<file path="src/rtl/npc_seq_ctrl.sv">
// npc_seq_ctrl: multi-cycle sequencer for the NPC core.
// Owns PC and IR, drives the imem/dmem handshakes, gates register-file
// writes to a single WB cycle per instruction, halts on ebreak and traps
// into an error state when a handshake stalls for too long.
module npc_seq_ctrl #(
  parameter logic [63:0] PC_RESET    = 64'h0000_0000_8000_0000,
  parameter int          TO_W        = 8,
  parameter int          MEM_TIMEOUT = 255
) (
  input  logic        clk,
  input  logic        rst,
  output logic        imem_req,
  input  logic        imem_gnt,
  input  logic        imem_rvalid,
  input  logic [31:0] imem_rdata,
  output logic        dmem_req,
  input  logic        dmem_done,
  input  logic        is_load,
  input  logic        is_store,
  input  logic        is_ebreak,
  input  logic        rf_wen_in,
  input  logic [63:0] next_pc,
  output logic [63:0] pc,
  output logic [31:0] inst,
  output logic        rf_wen,
  output logic        halted,
  output logic        timeout_err,
  output logic [63:0] mcycle,
  output logic [63:0] minstret,
  output logic [2:0]  state
);

  typedef enum logic [2:0] {
    S_IF_REQ  = 3'd0,
    S_IF_WAIT = 3'd1,
    S_EX      = 3'd2,
    S_MEM     = 3'd3,
    S_WB      = 3'd4,
    S_HALT    = 3'd5,
    S_ERR     = 3'd6
  } state_e;

  localparam logic [31:0]     NOP_INST    = 32'h0000_0013;
  localparam logic [TO_W-1:0] TIMEOUT_LIM = TO_W'(MEM_TIMEOUT);

  state_e           state_q, state_d;
  logic [63:0]      pc_q, pc_d;
  logic [31:0]      inst_q, inst_d;
  logic [63:0]      mcycle_q, mcycle_d;
  logic [63:0]      minstret_q, minstret_d;
  logic [TO_W-1:0]  wait_cnt_q, wait_cnt_d;
  logic             imem_req_q, imem_req_d;
  logic             dmem_req_q, dmem_req_d;
  logic             wb_q, wb_d;
  logic             halted_q, halted_d;
  logic             timeout_err_q, timeout_err_d;
  logic             waiting;

  // Next-state, architectural updates, wait counter and the next-cycle
  // values of the state-decoded outputs (registered so they are glitch free).
  always_comb begin
    state_d    = state_q;
    pc_d       = pc_q;
    inst_d     = inst_q;
    minstret_d = minstret_q;
    waiting    = 1'b0;

    case (state_q)
      S_IF_REQ: begin
        if (imem_gnt) state_d = S_IF_WAIT;
        else          waiting = 1'b1;
      end
      S_IF_WAIT: begin
        if (imem_rvalid) begin
          inst_d  = imem_rdata;
          state_d = S_EX;
        end else begin
          waiting = 1'b1;
        end
      end
      S_EX: begin
        if (is_ebreak) begin
          minstret_d = minstret_q + 64'd1;
          state_d    = S_HALT;
        end else if (is_load || is_store) begin
          state_d = S_MEM;
        end else begin
          state_d = S_WB;
        end
      end
      S_MEM: begin
        if (dmem_done) state_d = S_WB;
        else           waiting = 1'b1;
      end
      S_WB: begin
        pc_d       = next_pc;
        minstret_d = minstret_q + 64'd1;
        state_d    = S_IF_REQ;
      end
      S_HALT:  state_d = S_HALT;
      S_ERR:   state_d = S_ERR;
      default: state_d = S_ERR;
    endcase

    if (waiting && (wait_cnt_q == TIMEOUT_LIM)) state_d = S_ERR;

    if (state_d != state_q) wait_cnt_d = '0;
    else if (waiting)       wait_cnt_d = wait_cnt_q + TO_W'(1);
    else                    wait_cnt_d = wait_cnt_q;

    if ((state_q == S_HALT) || (state_q == S_ERR)) mcycle_d = mcycle_q;
    else                                           mcycle_d = mcycle_q + 64'd1;

    imem_req_d    = (state_d == S_IF_REQ);
    dmem_req_d    = (state_d == S_MEM);
    wb_d          = (state_d == S_WB);
    halted_d      = (state_d == S_HALT);
    timeout_err_d = (state_d == S_ERR);
  end

  // All sequencer state; reset returns immediately to the fetch-from-reset-PC point.
  always_ff @(posedge clk or posedge rst) begin
    if (rst) begin
      state_q       <= S_IF_REQ;
      pc_q          <= PC_RESET;
      inst_q        <= NOP_INST;
      mcycle_q      <= 64'd0;
      minstret_q    <= 64'd0;
      wait_cnt_q    <= '0;
      imem_req_q    <= 1'b1;
      dmem_req_q    <= 1'b0;
      wb_q          <= 1'b0;
      halted_q      <= 1'b0;
      timeout_err_q <= 1'b0;
    end else begin
      state_q       <= state_d;
      pc_q          <= pc_d;
      inst_q        <= inst_d;
      mcycle_q      <= mcycle_d;
      minstret_q    <= minstret_d;
      wait_cnt_q    <= wait_cnt_d;
      imem_req_q    <= imem_req_d;
      dmem_req_q    <= dmem_req_d;
      wb_q          <= wb_d;
      halted_q      <= halted_d;
      timeout_err_q <= timeout_err_d;
    end
  end

  // The datapath write enable only reaches the register file during WB.
  assign rf_wen      = wb_q & rf_wen_in;
  assign imem_req    = imem_req_q;
  assign dmem_req    = dmem_req_q;
  assign halted      = halted_q;
  assign timeout_err = timeout_err_q;
  assign pc          = pc_q;
  assign inst        = inst_q;
  assign mcycle      = mcycle_q;
  assign minstret    = minstret_q;
  assign state       = state_q;

endmodule

</file>
<file path="config.mk">
export PLATFORM = sky130hd
export DESIGN_NAME = npc_seq_ctrl
export DESIGN_NICKNAME = d
export VERILOG_FILES = /design/src/rtl/npc_seq_ctrl.sv
export SDC_FILE = /design/constraint.sdc
export NUM_CORES = 1
export LEC_CHECK = 0
export ABC_CLOCK_PERIOD_IN_PS = 10900
export CORE_MARGIN = 2
export CORE_UTILIZATION = 48
export CTS_BUF_LIST = sky130_fd_sc_hd__clkbuf_2
export DETAILED_ROUTE_END_ITERATION = 10
export PLACE_DENSITY = 0.83
export RECOVER_POWER = 50
export SETUP_SLACK_MARGIN = 0.3
export SYNTH_ARGS = -nofsm -noshare
export SYNTH_HDL_FRONTEND = slang
export SYNTH_SLANG_ARGS = --single-unit
</file>
<file path="constraint.sdc">
create_clock -name clk -period 10.9 [get_ports clk]
set_input_delay 1.635 -clock clk [delete_from_list [all_inputs] [get_ports clk]]
set_output_delay 1.635 -clock clk [all_outputs]
set_load 0.02 [all_outputs]
</file>
==> metrics.md, run 1 <==
| Metric | Value |
|---|---|
| Max IR drop VDD | ~0.17 mV |
| Combinational power share | 40.0% |
| CTS Buf Count | roughly 60 |
| Final WL | 26700 um |
| Post-CTS Resized | 0 |
| Fin Clk Skew | between 0.04 and 0.05 ns |
| Syn_nets | about 960 |
| Top cells by area, synth | dfrtp_1 (57%), mux2_2 (11%), xor2_1 (5.7%), xnor2_1 (5.5%), nand3_1 (2.5%) |
| Launch point of the worst path | rst |
| Fin worst setup slack | about 6 ns |
| Most frequent cells after synthesis | dfrtp_1 (235), mux2_2 (99), xor2_1 (67) |
| Die width | 150 um |
| Post-synth EDFFs | 0 |
| FF/Latch Area | 6010 sq um |
| Die H | 150 um |
| RSZ-0062 raised after global routing | no |
| Startpoint types | input port |
| # placed instances | 1441 |
| GRT overflow | 0 |
| Fmax | 210 MHz |
| Buffers added on ports | ~340 |
| FF-to-FF Start | state[2]$_DFF_PP0_ |
| Total negative slack | 0 ns |
| Final net count | 1337 |
| Initial Util | 48.9% |
| CTS HTree Levels | 2 |
| Total Routing Usage GR | 23.2% |
| Sw Share | 35.2% |
| # fillers | 1566 |
| Ports | 337 |
| Initial antenna violation count | 1 |
| Failing checks | capacitance limit, slew limit |
| Period utilization | 43.6% |
| First-pass DRT Iterations | 5 |
| Endpoint class of the critical path | asynchronous set/reset pin |
| HP Start | mcycle[63]$_DFFE_PP0N_ |
| Vias/cell | 5.22 |
| Reg2Reg Depth | 4 |
| # setup viols final | 0 |
| Largest net degree at the start of global routing | 94 |
| Layout cells sized above 1 | between 10% and 20% |
| CTS tree | yes |
| Sw Pwr | between 0.001 and 0.0015 W |
| Die ar. | 22600 sq um |
| Synth area leader | dfrtp_1 |
| Fin cells | ~1.5k |
| DRC viols | 0 |
| Routability congestion estimate | about 0.81 |
| Vias in the first global route | about 8.1k |
| Kind of critical path | input port to asynchronous set/reset pin |
| Register bit count reported by yosys | 240 |
| Cells after synthesis | 847 |
| Final hold violation count | 0 |
| Top-area cell type share of the netlist area | about 57% |
| Syn. warnings | 0 |
| Syn Area/Cell | 12.1 sq um |
| Ys async rst share | 100% |
| Cell variety after synth | 43 |
| Hold Crit Class | flop to flop |
| Cell with the most instances after synthesis | dfrtp_1 |
| Core Area | 21000 sq um |
| Cell row count | 53 |
| Hold Path Depth | 1 |
| Multi-input gate area | 4120 sq um |
| Clk slew on worst S/H paths | 0.08 ns |
| Pins over their slew limit | ~190 |
| Flop pwr share | 41.2% |
| Remaining antenna violation count | 0 |
| DRT iter0 DRCs | 372 |
| CP max FO | 93 |
| Critical path required time | 11.66 ns |
| Worst R2R End | pc[59]$_DFFE_PP0N_ |
| Clk buf depth | 3 |
| Internal | approximately 0.002 W |
| CTS Hold Bufs | 0 |
| Clock root buffer | clkbuf_2 |
| R2R setup slack | 6.36 ns |
| # clock sinks | 240 |
| DR WL/cell | 17.3 um |
| Post-DP HPWL | 19400 um |
| Minimum clock period | 4.75 ns |
| Hold endpoint | mcycle[63]$_DFFE_PP0N_ |
| Routed via count | slightly above 8k |
| Worst-skew pair later-pin latency | 0.80 ns |
| Hold Worst Slack | approximately 0.47 ns |
| Top FF cell, synth | dfrtp_1 |
| Mapped cell area | 10300 sq um |
| Worst slew pin tran | 3.93 ns |
| Worst path arrival time | 5.51 ns |
| Max Cap Viol | 3 |
| Clock share of power | 18.8% |
| Final core utilization | between 60% and 70% |
| Rel. slew slack | -163% |
| First-pass GRT wire length | 41800 um |
| Postcts setup bufs | 0 |
| Seq/Total Area, Yosys | 58.5% |
| LEAKAGE | just over 6 nW |
| Pre-CTS setup slack | 6.48 ns |
| Pwr per Cell Area | 214 nW/um^2 |
| Area grow syn2layout | 40.5% |
| Status | complete, but fails checks |
## cell type report
| class | instances | area share (%) |
|---|---|---|
| multi-input cells | 569 | 28.5 |
| well taps | 275 | 2.38 |
| inverters | 16 | 0.424 |
| repair buffers | 341 | 23.5 |
| flip-flops and latches | 240 | 41.6 |
| diodes | 1 | 0.0173 |
| clock buffers | 99 | 3.43 |
| clock inverters | 6 | 0.165 |
## power groups by stage
stage | logic [W] | clock network, W | registers (W)
CTS | 0.00124 | 0.000605 | 0.00128
global placement | 0.00122 | 0 | 0.00128
finish | 0.00124 | 0.000580 | 0.00127
global route | 0.00131 | 0.000656 | 0.00131
detailed placement | 0.00124 | 0 | 0.00129
floorplan | 0.000396 | 0 | 0.00153
## metal layers
layer  global-route usage (%)  share of wire, %  vias to the layer above
li1                         -                 -                     3759
met1                     29.3                39                     3943
met2                     38.0                49                      328
met3                     8.36                10                       38
met4                     6.18               1.6                        0
met5                        0                 0                        -
## cells in the final DEF (no fill, tap or decap), drive strengths merged, types with 4 or more instances in the layout
cell	Yosys	final
clkdlybuf4s50	0	333
dfrtp	235	235
clkbuf	20	101
mux2	99	99
xor2	67	67
xnor2	65	65
nand2	60	60
nand3	52	52
nor2	44	44
nor3	40	40
nand4	34	34
and3	26	26
nor4	18	18
inv	16	16
a21oi	8	8
and4	6	6
o21ai	6	6
and2	6	6
nor3b	5	5
dfstp	5	5
clkinv	0	5
a211oi	4	4
## sequential cells by signal, summed over array words and instances (netlist names)
name         cells
dmem_req         1
mcycle          64
state            3
halted           1
pc              64
imem_req         1
timeout_err      1
wait_cnt_q       8
minstret        64
inst            32
wb_q             1
## kinds of logic (layout without fill, tap and decap cells)
| kind of cell | after synthesis | count (layout) | synth area share, % |
|---|---|---|---|
| buffers and inverters | 38 | 462 | 1.53 |
| AOI/OAI and AO/OA | 26 | 26 | 1.74 |
| xor gates and xnor gates | 132 | 132 | 11.3 |
| adders and majority gates | 3 | 3 | 0.365 |
| and+or+nand+nor | 309 | 309 | 15.8 |
| other | 0 | 1 | 0 |
| DFF | 240 | 240 | 58.5 |
| muxes | 99 | 99 | 10.8 |
## how the worst max path moves through the flow
| stage | cells past startpoint | slack [ns] | to |
|---|---|---|---|
| finish | 3 | 6.15 | minstret[58]$_DFFE_PP0P_ |
| global route | 3 | 5.41 | mcycle[51]$_DFFE_PP0N_ |
| CTS | 3 | 6.48 | rf_wen |
| detailed placement | 3 | 6.48 | rf_wen |
| global placement | 3 | 6.47 | rf_wen |
| floorplan | 1 | 2.69 | dmem_req$_DFF_PP0_ |
## metrics by stage
stage	total power (W)	area, sq um
floorplan	0.00192	10300
global placement	0.00250	14000
detailed placement	0.00253	14000
CTS	0.00312	14500
global route	0.00327	14500
finish	0.00309	14500
## worst max-delay path, stage by stage
cell and delay (ns):
dlygate4sd3_1 0.55, clkinvlp_2 2.22, buf_4 1.01
Power figures use the tool's default switching activity.
==> inputs of run 2 (changes only) <==
--- a/config.mk
+++ b/config.mk
@@ -5,12 +5,12 @@
 export SDC_FILE = /design/constraint.sdc
 export NUM_CORES = 1
 export LEC_CHECK = 0
-export ABC_CLOCK_PERIOD_IN_PS = 10900
+export ABC_CLOCK_PERIOD_IN_PS = 4350
 export CORE_MARGIN = 2
-export CORE_UTILIZATION = 48
+export CORE_UTILIZATION = 43
 export CTS_BUF_LIST = sky130_fd_sc_hd__clkbuf_2
 export DETAILED_ROUTE_END_ITERATION = 10
-export PLACE_DENSITY = 0.83
+export PLACE_DENSITY = 0.79
 export RECOVER_POWER = 50
 export SETUP_SLACK_MARGIN = 0.3
 export SYNTH_ARGS = -nofsm -noshare
==> constraint.sdc (replaced) <==
create_clock -name clk -period 4.35 [get_ports clk]
set_input_delay 0.6525 -clock clk [delete_from_list [all_inputs] [get_ports clk]]
set_output_delay 0.6525 -clock clk [all_outputs]
set_load 0.02 [all_outputs]
==> run 2 against run 1 <==
  * The run still ends with capacitance limit, slew limit left
  * First-iteration DRC count grew 16%
  * Final area grew 1.3%
  * Clock power grew to 2.8 times the previous value
  * Clock skew grew 0.014 ns
  * Register-to-register slack lost 5.2 ns
  * Worst hold slack gained 0.0015 ns
  * Final cell count grew 4.0%
  * Combinational power grew 150%
  * Sequential power grew 150%
  * Power grew to 2.5 times the previous value
  * Sequential share of layout area shrank 0.54 points
  * Critical endpoint is now mcycle[37]$_DFFE_PP0N_
  * Largest cell class unchanged
  * Highest routed layer unchanged
==> metrics.md, run 2 (synthesis gave the netlist of run 1 again) <==
| Metric | Value |
|---|---|
| Ports | 337 (unchanged) |
| Clk slew on worst S/H paths | 0.10 ns (+0.02 ns) |
| Initial Util | 43.8% (-5.1 points) |
| Most frequent cells in the layout | clkdlybuf4s50_1 (322), dfrtp_1 (235), clkbuf_2 (105) |
| Critical path required time | 4.99 ns (-6.67 ns) |
| Hold Crit Class | flop to flop |
| Kind of critical path | flop to flop |
| Final WL | 26300 um (-1.7%) |
| CTS tree | yes |
| Worst slew pin tran | 2.80 ns (-1.13 ns) |
| Fin cells | 1609 (+4.0%) |
| Total Routing Usage GR | 20.2% (-3.0 points) |
| Total negative slack | 0 ns (unchanged) |
| Max IR drop VDD | 0.434 mV (+150%) |
| Status | complete, but fails checks |
| DR WL/cell | 16.3 um (-5.5%) |
| Largest net degree at the start of global routing | 129 (+37%) |
| Pwr per Cell Area | 537 nW/um^2 (+150%) |
| Fmax | 316 MHz |
| CP top delay family | simple AND/OR/NAND/NOR gates |
| Initial antenna violation count | 1 (unchanged) |
| DRC viols | 0 (unchanged) |
| Clock root buffer | clkbuf_2 |
| Buffers added on ports | 336 (unchanged) |
| Endpoint class of the critical path | flop |
| CP bufs+invs | 0 (-3) |
| Vias in the first global route | 8114 (-0.38%) |
| Period utilization | 72.6% |
| Crit path largest cell delay | 0.84 ns (-1.38 ns) |
| Area grow syn2layout | 42.3% |
| Critical-path top delay cell | a211oi_1 |
| Launch point of the worst path | state[1]$_DFF_PP0_ |
| Routed via count | 8145 (+0.95%) |
| CTS Buf Count | 67 (+9.8%) |
| Startpoint types | flop |
| Pre-CTS setup slack | 1.36 ns (-5.13 ns) |
| First-pass DRT Iterations | 5 (unchanged) |
| DRT iter0 DRCs | 431 (+16%) |
| Post-CTS Resized | 0 (unchanged) |
| Routability congestion estimate | 0.821 (+1.5%) |
| Cell row count | 56 (+5.7%) |
| # setup viols final | 0 (unchanged) |
| Core Area | 23500 sq um (+12%) |
| Clk buf depth | 3 (unchanged) |
| Layout cells sized above 1 | 18.2% (+0.69 points) |
| Die width | 159 um (+5.5%) |
| Pins over their slew limit | 113 (-41%) |
| HP Start | minstret[63]$_DFFE_PP0P_ |
| # placed instances | 1488 (+3.3%) |
| # clock sinks | 240 (unchanged) |
| Minimum clock period | 3.16 ns |
| CTS Hold Bufs | 0 (unchanged) |
| LEAKAGE | 6.29 nW (+1.2%) |
| Worst-skew pair later-pin latency | 0.80 ns (about the same) |
| Postcts setup bufs | 0 (unchanged) |
| Leading cell type in the layout, fill and taps excluded | clkdlybuf4s50_1 |
| Worst path arrival time | 3.80 ns (-1.71 ns) |
| Cell Chain, Critical Path | xor2_1 > a211oi_1 > nand4_1 > or3_1 > xnor2_1 |
| CTS HTree Levels | 3 (+1) |
| Die H | 159 um (+5.5%) |
| FF-to-FF Start | state[1]$_DFF_PP0_ |
| First-pass GRT wire length | 40700 um (-2.5%) |
| Vias/cell | 5.06 (-2.9%) |
| Final net count | 1346 (+0.67%) |
| Remaining antenna violation count | 0 (unchanged) |
| GRT overflow | 0 (unchanged) |
| RSZ-0062 raised after global routing | no |
| CP max FO | 13 (-86%) |
| Max Cap Viol | 1 (-2) |
| Final hold violation count | 0 (unchanged) |
| Die ar. | 25200 sq um (+11%) |
| Rel. slew slack | -86.9% (+77 points) |
| Post-DP HPWL | 18500 um (-4.5%) |
| Fin Clk Skew | 0.0639 ns (+0.0144 ns) |
| Fin worst setup slack | 1.19 ns (-4.96 ns) |
| Failing checks | capacitance limit, slew limit |
run 2: final timing paths:
| check | to | cells after the start | slack, ns |
|---|---|---|---|
| worst max-delay path | mcycle[37]$_DFFE_PP0N_ | 5 | 1.19 |
| worst min-delay path | minstret[63]$_DFFE_PP0P_ | 1 | 0.47 |
| worst max register to register | mcycle[37]$_DFFE_PP0N_ | 5 | 1.19 |
| worst min register to register | minstret[63]$_DFFE_PP0P_ | 1 | 0.47 |
| max in group asynchronous | mcycle[19]$_DFFE_PP0N_ | 3 | 1.23 |
| min in group asynchronous | pc[2]$_DFFE_PP0N_ | 3 | 0.51 |
run 2: cell type report:
type	count	area, sq um
clock buffers	104	520
well taps	319	399
diodes	1	2.50
multi-input cells	569	4120
repair buffers	344	3420
inverters	16	61.3
clock inverters	16	105
flip-flops and latches	240	6010
fillers	1879	8830
run 2: routing by layer:
layer | vias up | global-route usage, % | share of wire (%)
li1 | 3801 | - | -
met1 | 3978 | 25.6 | 41
met2 | 328 | 32.5 | 48
met3 | 38 | 7.43 | 9.3
met4 | 0 | 6.26 | 1.6
met5 | - | 0 | 0
run 2: stage by stage:
stage          utilization [%]  instance area [sq um]  hold WS [ns]  total power, W
2_1_floorplan                -                  10300         0.508         0.00482
3_5_place_dp              59.9                  14100         0.465         0.00634
3_3_place_gp              59.9                  14100         0.456         0.00627
4_1_cts                   62.5                  14700         0.379         0.00802
5_1_grt                   62.4                  14600         0.378         0.00832
6_report                  62.4                  14600         0.468         0.00787
run 2: report_power, final:
part / internal, W / switching, W
sequential: 0.00280 / 0.000367
clock: 0.000695 / 0.000947
combinational: 0.00158 / 0.00147
run 2: worst register-to-register path: stages (launching register included):
cell and delay (ns):
dfrtp_1 0.53, xor2_1 0.26, a211oi_1 0.84, nand4_1 0.70, or3_1 0.59, xnor2_1 0.14
==> inputs of run 3 (changes only) <==
--- a/config.mk
+++ b/config.mk
@@ -5,12 +5,12 @@
 export SDC_FILE = /design/constraint.sdc
 export NUM_CORES = 1
 export LEC_CHECK = 0
-export ABC_CLOCK_PERIOD_IN_PS = 4350
+export ABC_CLOCK_PERIOD_IN_PS = 2950
 export CORE_MARGIN = 2
-export CORE_UTILIZATION = 43
+export CORE_UTILIZATION = 48
 export CTS_BUF_LIST = sky130_fd_sc_hd__clkbuf_2
 export DETAILED_ROUTE_END_ITERATION = 10
-export PLACE_DENSITY = 0.79
+export PLACE_DENSITY = 0.83
 export RECOVER_POWER = 50
 export SETUP_SLACK_MARGIN = 0.3
 export SYNTH_ARGS = -nofsm -noshare
==> constraint.sdc (replaced) <==
create_clock -name clk -period 2.95 [get_ports clk]
set_input_delay 0.4425 -clock clk [delete_from_list [all_inputs] [get_ports clk]]
set_output_delay 0.4425 -clock clk [all_outputs]
set_load 0.02 [all_outputs]
==> run 3 against run 2 <==
  * The run still ends with capacitance limit, slew limit left
  * Global-route usage is 3.3 points higher
  * Fmax is 26% higher
  * Sequential share of layout area is 0.11 points higher
  * Register-to-register slack worse by 0.75 ns
  * Power is 46% higher
  * First-iteration DRC count is 7.9% lower
  * Largest power group unchanged
==> metrics.md, run 3 (synthesis gave the netlist of run 1 again) <==
| Metric | Value |
|---|---|
| Critical path required time | 3.59 ns (-1.40 ns) |
| DRC viols | 0 (unchanged) |
| Kind of critical path | flop to flop |
| Period utilization | 85.2% (+13 points) |
| Initial antenna violation count | 1 (unchanged) |
| Crit path largest cell delay | 0.82 ns (-0.02 ns) |
| Endpoint class of the critical path | flop |
| # setup viols final | 0 (unchanged) |
| CP bufs+invs | 1 (+1) |
| Largest net degree at the start of global routing | 64 (-50%) |
| First-pass DRT Iterations | 5 (unchanged) |
| CP max FO | 63 (+50) |
| Critical-path top delay cell | clkbuf_4 |
| FF-to-FF Start | state[1]$_DFF_PP0_ |
| Startpoint types | flop |
| CTS tree | yes |
| # clock sinks | 240 (unchanged) |
| Cell row count | 53 (-5.4%) |
| CTS HTree Levels | 2 (-1) |
| Minimum clock period | 2.51 ns (-0.645 ns) |
| Fin Clk Skew | 0.0645 ns (+0.000623 ns) |
| Area grow syn2layout | 42.0% |
| Buffers added on ports | 336 (unchanged) |
| Final WL | 27100 um (+3.4%) |
| Remaining antenna violation count | 0 (unchanged) |
| CTS Hold Bufs | 0 (unchanged) |
| Total Routing Usage GR | 23.5% (+3.3 points) |
| Die H | 150 um (-5.2%) |
| Pins over their slew limit | 33 (-71%) |
| First-pass GRT wire length | 42400 um (+4.0%) |
| Hold Worst Slack | 0.226 ns (-0.242 ns) |
| Final net count | 1354 (+0.59%) |
| LEAKAGE | 6.29 nW (about the same) |
| Rel. slew slack | -23.7% (+63 points) |
| Fmax | 398 MHz (+26%) |
| Clk slew on worst S/H paths | 0.09 ns (about the same) |
| CP top delay family | buffers and inverters |
| Die ar. | 22600 sq um (-10%) |
| Max IR drop VDD | 0.572 mV (+32%) |
| Launch point of the worst path | state[1]$_DFF_PP0_ |
| Total negative slack | 0 ns (unchanged) |
| Initial Util | 48.9% (+5.1 points) |
| GRT overflow | 0 (unchanged) |
| Layout cells sized above 1 | 17.1% (-1.0 points) |
| Clk buf depth | 3 (unchanged) |
| HP Start | next_pc[51] |
| DRT iter0 DRCs | 397 (-7.9%) |
| Status | complete, but fails checks |
| Total Power | 0.0115 W (+46%) |
| Cell Chain, Critical Path | nand2b_1 > nor2_1 > clkbuf_4 > mux2_2 |
| Routed via count | 8196 (+0.63%) |
| Most frequent cells in the layout | clkdlybuf4s50_1 (334), dfrtp_1 (235), mux2_2 (98) |
| Routability congestion estimate | 0.848 (+3.3%) |
| Vias in the first global route | 8410 (+3.6%) |
| Post-DP HPWL | 20000 um (+8.1%) |
| Ports | 337 (unchanged) |
| CTS Buf Count | 59 (-12%) |
| Hold Crit Class | input port to flop |
| Final hold violation count | 0 (unchanged) |
| Pwr per Cell Area | 787 nW/um^2 (+46%) |
| Max Cap Viol | 1 (unchanged) |
| Worst slew pin tran | 1.84 ns (-0.958 ns) |
| Final core utilization | 69.5% (+7.1 points) |
| RSZ-0062 raised after global routing | no |
| Leading cell type in the layout, fill and taps excluded | clkdlybuf4s50_1 |
| Die width | 150 um (-5.2%) |
| Dpl cell area | 14200 sq um (+0.91%) |
| Worst-skew pair later-pin latency | 0.82 ns (+0.02 ns) |
| Clock root buffer | clkbuf_2 |
| Vias/cell | 5.23 (+3.3%) |
| DR WL/cell | 17.3 um (+6.1%) |
| Worst path arrival time | 3.16 ns (-0.64 ns) |
| Failing checks | capacitance limit, slew limit |
| Core Area | 21000 sq um (-10%) |
| Design area | 14600 sq um (-0.27%) |
## run 3: report_power, final
group          internal (W)  switching (W)
logic               0.00239        0.00225
registers           0.00413       0.000515
clock network      0.000884        0.00132
total               0.00740        0.00408
## run 3: layout make-up
class | count | area (sq um)
fillers | 1539 | 6420
flip-flops and latches | 240 | 6010
multi-input cells | 569 | 4110
repair buffers | 360 | 3540
clock buffers | 88 | 440
well taps | 275 | 344
clock inverters | 19 | 97.6
inverters | 16 | 61.3
diodes | 1 | 2.50
## run 3: final timing paths
check	end	slack [ns]	cells after the start
worst max-delay path	pc[59]$_DFFE_PP0N_	0.44	4
worst min-delay path	pc[51]$_DFFE_PP0N_	0.23	2
worst max register to register	pc[59]$_DFFE_PP0N_	0.44	4
worst min register to register	minstret[63]$_DFFE_PP0P_	0.47	1
max in group asynchronous	pc[41]$_DFFE_PP0N_	0.72	3
min in group asynchronous	minstret[33]$_DFFE_PP0P_	0.54	2
## run 3: timing repair
item                                    CTS  global route
gates resized for setup                   0             1
hold endpoints to repair                  0             0
endpoints found under the setup margin    0             1
setup buffers                             0             0
## run 3: metal layers
metal / global-route usage [%] / vias to the layer above / routed length (um)
met5: 0 / - / 0
met4: 6.18 / 0 / 348
met3: 8.70 / 34 / 2640
met2: 39.8 / 326 / 13600
met1: 28.4 / 4019 / 10600
li1: - / 3817 / -
## run 3: metrics by stage
| step | setup slack [ns] | cells |
|---|---|---|
| global route | 0.327 | 1568 |
| detailed placement | 0.235 | 1460 |
| global placement | 0.259 | 1460 |
| floorplan | -0.636 | 847 |
| finish | 0.436 | 1568 |
| CTS | 0.308 | 1567 |
